`src/rtl/rvfi_gen_pkg.sv`:
```
// Shared types for the RVFI retirement generator: the buffered commit record
// and the PC-advance rule applied to every retiring lane.
package rvfi_gen_pkg;

  localparam int unsigned MAX_XLEN = 64;

  typedef struct packed {
    logic [31:0]         insn;
    logic                redirect;
    logic [MAX_XLEN-1:0] target;
    logic                trap;
  } rvfi_rec_t;

  // Computed at full width; callers truncate to XLEN, which gives the wrap.
  function automatic logic [MAX_XLEN-1:0] next_pc(
    input rvfi_rec_t           rec,
    input logic [MAX_XLEN-1:0] pre_pc,
    input logic [MAX_XLEN-1:0] trap_vec
  );
    if (rec.trap)                 return trap_vec;
    if (rec.redirect)             return rec.target;
    if (rec.insn[1:0] != 2'b11)   return pre_pc + 64'd2;
    return pre_pc + 64'd4;
  endfunction

endpackage

```
`src/rtl/rvfi_gen_fifo.sv`:
```
// Circular record buffer: one push per cycle, 0..NRET pops per cycle, with the
// NRET oldest entries visible at once so all lanes can be formed together.
module rvfi_gen_fifo
  import rvfi_gen_pkg::*;
#(
  parameter int unsigned DEPTH = 4,
  parameter int unsigned NRET  = 1
) (
  input  logic                     clk,
  input  logic                     resetn,
  input  logic                     push_i,
  input  rvfi_rec_t                push_rec_i,
  input  logic [$clog2(DEPTH):0]   pop_cnt_i,
  output rvfi_rec_t                head_o [NRET],
  output logic [$clog2(DEPTH):0]   count_o
);

  localparam int unsigned AW = $clog2(DEPTH);
  localparam int unsigned CW = AW + 1;

  rvfi_rec_t       mem_q [DEPTH];
  logic [AW-1:0]   rd_ptr_q;
  logic [AW-1:0]   wr_ptr_q;
  logic [CW-1:0]   count_q;

  always_ff @(posedge clk) begin
    if (push_i) begin
      mem_q[wr_ptr_q] <= push_rec_i;
    end
  end

  always_ff @(posedge clk) begin
    if (!resetn) begin
      rd_ptr_q <= '0;
      wr_ptr_q <= '0;
      count_q  <= '0;
    end else begin
      wr_ptr_q <= wr_ptr_q + AW'(push_i);
      rd_ptr_q <= rd_ptr_q + AW'(pop_cnt_i);
      count_q  <= count_q + CW'(push_i) - pop_cnt_i;
    end
  end

  // Multi-lane pop needs several simultaneous reads, so this stays a register file.
  for (genvar gi = 0; gi < NRET; gi++) begin : g_head
    assign head_o[gi] = mem_q[rd_ptr_q + AW'(gi)];
  end

  assign count_o = count_q;

endmodule

```
`src/rtl/rvfi_retire_gen.sv`:
```
// RVFI producer: buffers commit records and retires up to NRET per cycle,
// chaining pre/post PC across lanes and numbering retirements with rvfi_order.
module rvfi_retire_gen
  import rvfi_gen_pkg::*;
#(
  parameter int unsigned    XLEN     = 32,
  parameter int unsigned    NRET     = 1,
  parameter int unsigned    DEPTH    = 4,
  parameter logic [XLEN-1:0] RESET_PC = '0,
  parameter logic [XLEN-1:0] TRAP_VEC = 'h10
) (
  input  logic                   clk,
  input  logic                   resetn,
  input  logic                   in_valid,
  output logic                   in_ready,
  input  logic [31:0]            in_insn,
  input  logic                   in_redirect,
  input  logic [XLEN-1:0]        in_target,
  input  logic                   in_trap,
  input  logic                   retire_stall,
  output logic [NRET-1:0]        rvfi_valid,
  output logic [NRET*8-1:0]      rvfi_order,
  output logic [NRET*32-1:0]     rvfi_insn,
  output logic [NRET*5-1:0]      rvfi_rs1,
  output logic [NRET*5-1:0]      rvfi_rs2,
  output logic [NRET*5-1:0]      rvfi_rd,
  output logic [NRET*XLEN-1:0]   rvfi_pre_pc,
  output logic [NRET*XLEN-1:0]   rvfi_post_pc,
  output logic [NRET-1:0]        rvfi_post_trap,
  output logic [NRET*XLEN-1:0]   rvfi_pre_rs1,
  output logic [NRET*XLEN-1:0]   rvfi_pre_rs2,
  output logic [NRET*XLEN-1:0]   rvfi_post_rd,
  output logic [NRET*XLEN-1:0]   rvfi_mem_addr,
  output logic [NRET*XLEN-1:0]   rvfi_mem_rdata,
  output logic [NRET*XLEN-1:0]   rvfi_mem_wdata,
  output logic [NRET*XLEN/8-1:0] rvfi_mem_rmask,
  output logic [NRET*XLEN/8-1:0] rvfi_mem_wmask
);

  localparam int unsigned CW = $clog2(DEPTH) + 1;

  rvfi_rec_t       head [NRET];
  rvfi_rec_t       push_rec;
  logic [CW-1:0]   count;
  logic [CW-1:0]   pop_cnt;
  logic            push;
  logic            in_ready_q;
  logic [XLEN-1:0] pc_q, pc_d;
  logic [7:0]      order_q, order_d;
  logic [XLEN-1:0] lane_pre  [NRET];
  logic [XLEN-1:0] lane_post [NRET];

  assign push     = in_valid && in_ready_q;
  assign push_rec = '{insn: in_insn, redirect: in_redirect,
                      target: MAX_XLEN'(in_target), trap: in_trap};

  rvfi_gen_fifo #(
    .DEPTH (DEPTH),
    .NRET  (NRET)
  ) u_fifo (
    .clk        (clk),
    .resetn     (resetn),
    .push_i     (push),
    .push_rec_i (push_rec),
    .pop_cnt_i  (pop_cnt),
    .head_o     (head),
    .count_o    (count)
  );

  assign pop_cnt = retire_stall ? '0 : ((count > CW'(NRET)) ? CW'(NRET) : count);

  // Each lane starts where the previous one ended; pc_d follows the last popped lane.
  always_comb begin : p_chain
    logic [XLEN-1:0] pc_run;
    pc_run  = pc_q;
    pc_d    = pc_q;
    order_d = order_q + 8'(pop_cnt);
    for (int k = 0; k < NRET; k++) begin
      lane_pre[k]  = pc_run;
      lane_post[k] = XLEN'(next_pc(head[k], MAX_XLEN'(pc_run), MAX_XLEN'(TRAP_VEC)));
      pc_run       = lane_post[k];
      if (CW'(k) < pop_cnt) begin
        pc_d = lane_post[k];
      end
    end
  end

  // in_ready looks ahead at next occupancy so it is purely registered.
  always_ff @(posedge clk) begin
    if (!resetn) begin
      pc_q       <= RESET_PC;
      order_q    <= '0;
      in_ready_q <= 1'b0;
    end else begin
      pc_q       <= pc_d;
      order_q    <= order_d;
      in_ready_q <= (count + CW'(push) - pop_cnt) != CW'(DEPTH);
    end
  end

  assign in_ready = in_ready_q;

  for (genvar gi = 0; gi < NRET; gi++) begin : g_lane
    logic            fire;
    logic            comp;
    logic            valid_q;
    logic [7:0]      ord_q;
    logic [31:0]     insn_q;
    logic [4:0]      rs1_q, rs2_q, rd_q;
    logic [XLEN-1:0] pre_q, post_q;
    logic            trap_q;

    assign fire = CW'(gi) < pop_cnt;
    assign comp = head[gi].insn[1:0] != 2'b11;

    always_ff @(posedge clk) begin
      if (!resetn || !fire) begin
        valid_q <= 1'b0;
        ord_q   <= '0;
        insn_q  <= '0;
        rs1_q   <= '0;
        rs2_q   <= '0;
        rd_q    <= '0;
        pre_q   <= '0;
        post_q  <= '0;
        trap_q  <= 1'b0;
      end else begin
        valid_q <= 1'b1;
        ord_q   <= order_q + 8'(gi);
        insn_q  <= head[gi].insn;
        rs1_q   <= comp ? 5'd0 : head[gi].insn[19:15];
        rs2_q   <= comp ? 5'd0 : head[gi].insn[24:20];
        rd_q    <= comp ? 5'd0 : head[gi].insn[11:7];
        pre_q   <= lane_pre[gi];
        post_q  <= lane_post[gi];
        trap_q  <= head[gi].trap;
      end
    end

    assign rvfi_valid[gi]                  = valid_q;
    assign rvfi_order[gi*8 +: 8]           = ord_q;
    assign rvfi_insn[gi*32 +: 32]          = insn_q;
    assign rvfi_rs1[gi*5 +: 5]             = rs1_q;
    assign rvfi_rs2[gi*5 +: 5]             = rs2_q;
    assign rvfi_rd[gi*5 +: 5]              = rd_q;
    assign rvfi_pre_pc[gi*XLEN +: XLEN]    = pre_q;
    assign rvfi_post_pc[gi*XLEN +: XLEN]   = post_q;
    assign rvfi_post_trap[gi]              = trap_q;
  end

  assign rvfi_pre_rs1   = '0;
  assign rvfi_pre_rs2   = '0;
  assign rvfi_post_rd   = '0;
  assign rvfi_mem_addr  = '0;
  assign rvfi_mem_rdata = '0;
  assign rvfi_mem_wdata = '0;
  assign rvfi_mem_rmask = '0;
  assign rvfi_mem_wmask = '0;

endmodule
```
`config.mk`:
```
export PLATFORM = sky130hd
export DESIGN_NAME = rvfi_retire_gen
export DESIGN_NICKNAME = d
export VERILOG_FILES = /design/src/rtl/rvfi_gen_pkg.sv /design/src/rtl/rvfi_gen_fifo.sv /design/src/rtl/rvfi_retire_gen.sv
export SDC_FILE = /design/constraint.sdc
export NUM_CORES = 1
export LEC_CHECK = 0
export CAP_MARGIN = 20
export CORE_ASPECT_RATIO = 1.4
export CORE_MARGIN = 3
export CORE_UTILIZATION = 38
export CTS_BUF_LIST = sky130_fd_sc_hd__clkbuf_8
export DETAILED_ROUTE_END_ITERATION = 8
export PLACE_DENSITY = 0.6
export SYNTH_ARGS = -nofsm -noshare
export SYNTH_HDL_FRONTEND = slang
export SYNTH_SLANG_ARGS = --single-unit
```
`constraint.sdc`:
```
create_clock -name clk -period 12.95 [get_ports clk]
set_input_delay 1.295 -clock clk [delete_from_list [all_inputs] [get_ports clk]]
set_output_delay 1.295 -clock clk [all_outputs]
set_load 0.05 [all_outputs]
```
# Word level (Yosys, flattened, before mapping)
# Memories as Yosys holds them, arrays and structs flattened. A register that Yosys moved wholly into a read port is not among the register bits.
# Cells that the tools add are included.
[word_totals] out_inout_bits=322 ramBits=264 elab_cells=50 memories=1 regBits=169
[op_classes] n_reduce_logical=5 n_eq_ne=2 add_sub_neg=7 mux=18 order_cmp=2
[mem_list] memory="u_fifo.mem_q" depth=4 width=66 rd=1 rd_clocked_by_memory_dff=1 write_ports=1 line_no="rvfi_gen_fifo.sv:21" text="rvfi_rec_t mem_q [DEPTH];"
[ops] operator="$mux W32" count=6
[ops] operator="$add A32 B2 Y32 const B" count=1
[ops] operator="$add A32 B3 Y32 const B" count=1
[ops] operator="$mux W1" count=9
[ops] operator="$add A8 B3 Y8" count=1
[ops] operator="$mux W3" count=2
[ops] operator="$add A3 B1 Y3" count=1
[ops] operator="$gt A3 B1 Y1 const B" count=1
[ops] operator="$lt A1 B3 Y1 const A" count=1
[ops] operator="$ne A3 B3 Y1 const B" count=1
[ops] operator="$sub A3 B3 Y3" count=1
[ops] operator="$add A2 B1 Y2" count=1
[ops] operator="$add A2 B2 Y2" count=1
[ops] operator="$logic_not A1 Y1" count=2
[ops] operator="$mux W2" count=1
[ops] operator="$ne A2 B2 Y1 const B" count=1
[ops] operator="$reduce_or A2 Y1" count=1
[ops] operator="$logic_and A1 B1 Y1" count=1
[ops] operator="$logic_or A1 B1 Y1" count=1

# Depth between registers and ports, before layout
[logic_depth] ltp_word=7 mapped_depth=11

# Hierarchy
# From an unflattened synthesis, not the netlist that was laid out.
[hier_totals] cells_unflattened=1386 hier_area_um2=22171.3
[modules_own_cells] module="rvfi_gen_fifo" cells_each=547 n_inst=1 area_each_um2=14481.4 seq_area_each_um2=11911.4
[modules_own_cells] module="rvfi_retire_gen" cells_each=839 n_inst=1 area_each_um2=7689.9 seq_area_each_um2=3243.1

# Worst setup path after synthesis
# Ideal clock, no wire load.
[synth_timing] path_type="input to register" from="in in_valid" to="mem u_fifo.mem_q[1][0] (netlist name), enable pin" path_stages=2 arrival_ns=6.276 setup_slack_ns=6.089 setup_time_ns=0.585 path_cell_list="nand2_1 nor3b_1"
[synth_via] elab_chain_cells=3
[synth_rtl] element="start: declaration" line_no="rvfi_retire_gen.sv:14" text="input logic in_valid,"
[synth_rtl] element="$logic_and A1 B1 Y1" line_no="rvfi_retire_gen.sv:53" text="assign push = in_valid && in_ready_q;"
[synth_rtl] element="$mux W1" line_no="rvfi_gen_fifo.sv:27" text="if (push_i) begin"
[synth_rtl] element="$mux W1 (implied by the code)" line_no="rvfi_gen_fifo.sv:28" text="mem_q[wr_ptr_q] <= push_rec_i;"
[synth_rtl] element="end: declaration" line_no="rvfi_gen_fifo.sv:21"
# No other way between the ends.

==> reports/qor.txt <==
Clk Latency, worst-skew pair - 0.60 ns
Root Buffer - sky130_fd_sc_hd__clkbuf_8
leading area contributor after synthesis - sky130_fd_sc_hd__edfxtp_1
Switching Power - 0.001256 W
largest net degree at the start of global routing - 83
Hold-fix buffers, CTS - 0
ratio of cells with drive above 1 in the final layout - 13.15%
mean area per synthesized cell - 14.21 µm²
number of remaining DRC errors - 0
critical path data arrival time - 4.37 ns
residual antenna-violating net count after detailed routing - 0
area share of the leading cell type in the synthesized netlist - 45.50%
WHS - 0.5053 ns
number of H-tree branching levels - 3
relative max-transition margin - 27.72%
register-to-register setup slack - 9.09 ns
terminus of the critical flop-to-flop path - lane_pre[18]
Buffers on Ports - 191
floorplan die area - 48490 µm²
proportion of total power due to net switching - 32.92%
top-level port count - 392
sequential fraction of design power - 44.6%
layout-stage area growth over the synthesis result - 18.40%
Worst Reg2Reg Path Length in Cells - 8
setup TNS - 0 ns
starting utilization of the core area - 38.61%
via count of the first global-routing pass - 10100
Final Worst Setup Slack - 9.088 ns
RSZ-0062 raised after global routing - no
# placed instances - 1990
combined area of all synthesized cells - 17420 µm²
fraction of the cycle the final worst path needs - 29.82%
upper clock frequency limit - 258.9 MHz
ys flop type - sky130_fd_sc_hd__edfxtp_1
Critical Path Fanout Max - 52
number of enable flip-flop cells after synthesis - 264
sequential share of the synthesized area - 64.92%
worst clock skew - 0.02748 ns
aggregate routed wire length - 39190 µm
CTS max path bufs - 3
DR vias - 9823
Fillers - 4061
Yosys Warn Count - 0
# setup viols final - 0
internal power consumption - 0.002558 W
Critical R2R Launch - u_fifo.rd_ptr_q[0]
cell chain of the critical path - buf_4 > mux2i_1 > mux2_2 > buf_4 > nand2_1 > a31oi_1 > o21ai_0 > o21ai_0
top cells by area in the synthesized netlist - sky130_fd_sc_hd__edfxtp_1 (46%), sky130_fd_sc_hd__dfxtp_1 (19%), sky130_fd_sc_hd__buf_4 (8.7%)
placeable core area - 45120 µm²
TritonCTS Buffers - 69
category of the worst setup path capture point - flop
final-stage net count - 1532
startpoint type of the worst setup path - flop
GRT Resource Usage Total - 15.89%
max incr delay on CP - 0.80 ns
share of async-settable or async-resettable flops after synthesis - 0%
standard-cell row count - 92
Required @ worst endpoint - 13.46 ns
first-pass detailed-route iteration total - 5
number of antenna violations at the first check in global routing - 7
post-synthesis cell count - 1226
TritonCTS clock tree - built
iteration-0 DRC count of the detailed router - 585
launching element of the worst setup path - u_fifo.rd_ptr_q[0]
drt wl/cell - 18.50 µm
power per unit of standard cell area - 184.9 nW/µm²
number of gates resized after cts - 0
total half-perimeter wirelength after legalization and detailed placement - 25520 µm
library cells used by synthesis - 62
placer's final routability congestion estimate - 0.8199
outcome - finished clean
gr ovfl total - 0
first-pass GRT wire length - 59420 µm
Worst-Margin Slew - 1.084 ns
MaxCap Viol Count - 0
portion of total power attributed to combinational logic - 25.3%
via/cell ratio - 4.638
number of cells in the finished layout apart from fillers - 2118
final hold vios - 0
largest voltage drop on the vdd net - 0.1066 mV
synthesized flop and latch total - 433
worst min path class - reg -> reg
CTS sink cnt - 433
Static Leakage - 7.441 nW
endpoint of the most critical setup path - lane_pre[18]
slowest cell on the critical path - sky130_fd_sc_hd__dfxtp_4
clock-pin slew on the worst setup and hold paths - 0.06 ns
final slew viol count - 0
die boundary height - 259.4 µm
Period minus WS final - 3.862 ns
worst slack after detailed placement - 8.994 ns
clock share of power - 30.1%
Setup Buffers After CTS - 0
Design Power - 0.003814 W
critical path class - reg -> reg
horizontal die dimension - 187.0 µm
state kept, by name, indices dropped and copies added, names as in the netlist, 3 cells and up:
signal          flops
rvfi_rs2            5
rvfi_post_pc       32
lane_pre           32
rvfi_rd             5
rvfi_rs1            5
u_fifo.count_o      3
u_fifo.mem_q      264
rvfi_pre_pc        32
order_q             8
rvfi_order          8
rvfi_insn          32
stage by stage:
stage | utilization (%) | area, µm²
final | 45.72 | 20630
after detailed placement | 42.67 | 19260
after global placement | 42.65 | 19240
after global routing | 45.72 | 20630
after CTS | 45.71 | 20630
after floorplan | - | 18180
cell families after synthesis:
group                      synth area share [%]
DFF                                       64.92
buffers and inverters                     10.37
and+or+nand+nor                           7.576
AOI/OAI and AO/OA                         5.695
muxes                                     8.639
xor gates and xnor gates                  1.810
adders and majority gates                0.9479
other                                   0.04310
cells in the mapped netlist, types with 22 or more instances:
library cell	n
sky130_fd_sc_hd__edfxtp_1	264
sky130_fd_sc_hd__buf_4	202
sky130_fd_sc_hd__dfxtp_1	169
sky130_fd_sc_hd__and2_1	72
sky130_fd_sc_hd__mux4_2	65
sky130_fd_sc_hd__nand2_1	52
sky130_fd_sc_hd__o21ai_0	52
sky130_fd_sc_hd__a21oi_1	49
sky130_fd_sc_hd__nor2_1	43
sky130_fd_sc_hd__clkbuf_1	30
sky130_fd_sc_hd__xnor2_1	23
sky130_fd_sc_hd__and3_1	22
metal layers:
| metal | vias up | wire length (µm) | track usage, % |
|---|---|---|---|
| met3 | 83 | 2931 | 4.377 |
| met4 | 12 | 969 | 5.842 |
| met5 | - | 81 | 0 |
| met2 | 410 | 21190 | 30.21 |
| met1 | 4819 | 14020 | 16.66 |
| li1 | 4499 | - | - |
final cells by class:
class,count,area [µm²],share of cell area [%]
Timing Repair Buffer,205,2021,9.796
Inverter,15,56.30,0.2729
Multi-Input combinational cell,726,5096,24.70
Clock inverter,52,337.8,1.638
Antenna cell,1,2.502,0.01213
Tap cell,611,764.5,3.706
Sequential cell,433,11320,54.87
Clock buffer,75,1032,5.004
power groups by stage:
stage | Sequential (W) | Combinational (W) | Clock (W)
2_1_floorplan | 0.00182 | 0.000654 | 0
3_3_place_gp | 0.00173 | 0.000966 | 0
3_5_place_dp | 0.00174 | 0.000975 | 0
4_1_cts | 0.00171 | 0.000978 | 0.00119
5_1_grt | 0.00172 | 0.00103 | 0.00126
6_report | 0.00170 | 0.000965 | 0.00115
how the worst min path moves through the flow:
stage / startpoint / endpoint / slack [ns] / cells past startpoint
floorplan: order_q[0] / rvfi_order[0] / 0.44 / 1
global placement: lane_pre[0] / lane_pre[0] / 0.48 / 1
detailed placement: lane_pre[0] / lane_pre[0] / 0.49 / 1
CTS: lane_pre[0] / lane_pre[0] / 0.51 / 1
global route: order_q[2] / rvfi_order[2] / 0.52 / 1
finish: lane_pre[0] / lane_pre[0] / 0.51 / 1
layout by cell type (no fill, tap or decap), types with 5 or more instances in the layout:
cell / netlist / layout
sky130_fd_sc_hd__a21o_1: 10 / 10
sky130_fd_sc_hd__a21oi_1: 49 / 49
sky130_fd_sc_hd__a22oi_1: 5 / 5
sky130_fd_sc_hd__and2_1: 72 / 72
sky130_fd_sc_hd__and3_1: 22 / 21
sky130_fd_sc_hd__buf_4: 202 / 13
sky130_fd_sc_hd__clkbuf_8: 0 / 75
sky130_fd_sc_hd__clkdlybuf4s50_1: 0 / 191
sky130_fd_sc_hd__clkinv_1: 0 / 5
sky130_fd_sc_hd__clkinv_2: 0 / 14
sky130_fd_sc_hd__conb_1: 2 / 204
sky130_fd_sc_hd__dfxtp_1: 169 / 167
sky130_fd_sc_hd__edfxtp_1: 264 / 264
sky130_fd_sc_hd__ha_1: 10 / 10
sky130_fd_sc_hd__inv_1: 15 / 38
sky130_fd_sc_hd__mux4_2: 65 / 65
sky130_fd_sc_hd__nand2_1: 52 / 52
sky130_fd_sc_hd__nand3_1: 13 / 13
sky130_fd_sc_hd__nand4_1: 7 / 7
sky130_fd_sc_hd__nor2_1: 43 / 43
sky130_fd_sc_hd__nor3_1: 6 / 5
sky130_fd_sc_hd__nor4_1: 6 / 6
sky130_fd_sc_hd__o21ai_0: 52 / 52
sky130_fd_sc_hd__o2bb2ai_1: 5 / 5
sky130_fd_sc_hd__o31a_1: 8 / 8
sky130_fd_sc_hd__xnor2_1: 23 / 23
sky130_fd_sc_hd__xor2_1: 13 / 13
critical path: cells and delay by family (launching register included):
kind / cells / cell delay [ns]
buffers and inverters: 2 / 1.19
DFF: 1 / 0.80
muxes: 2 / 0.61
and+or+nand+nor: 1 / 0.58
AOI/OAI and AO/OA: 3 / 0.52
No activity file was read; power rests on OpenSTA's default activity.
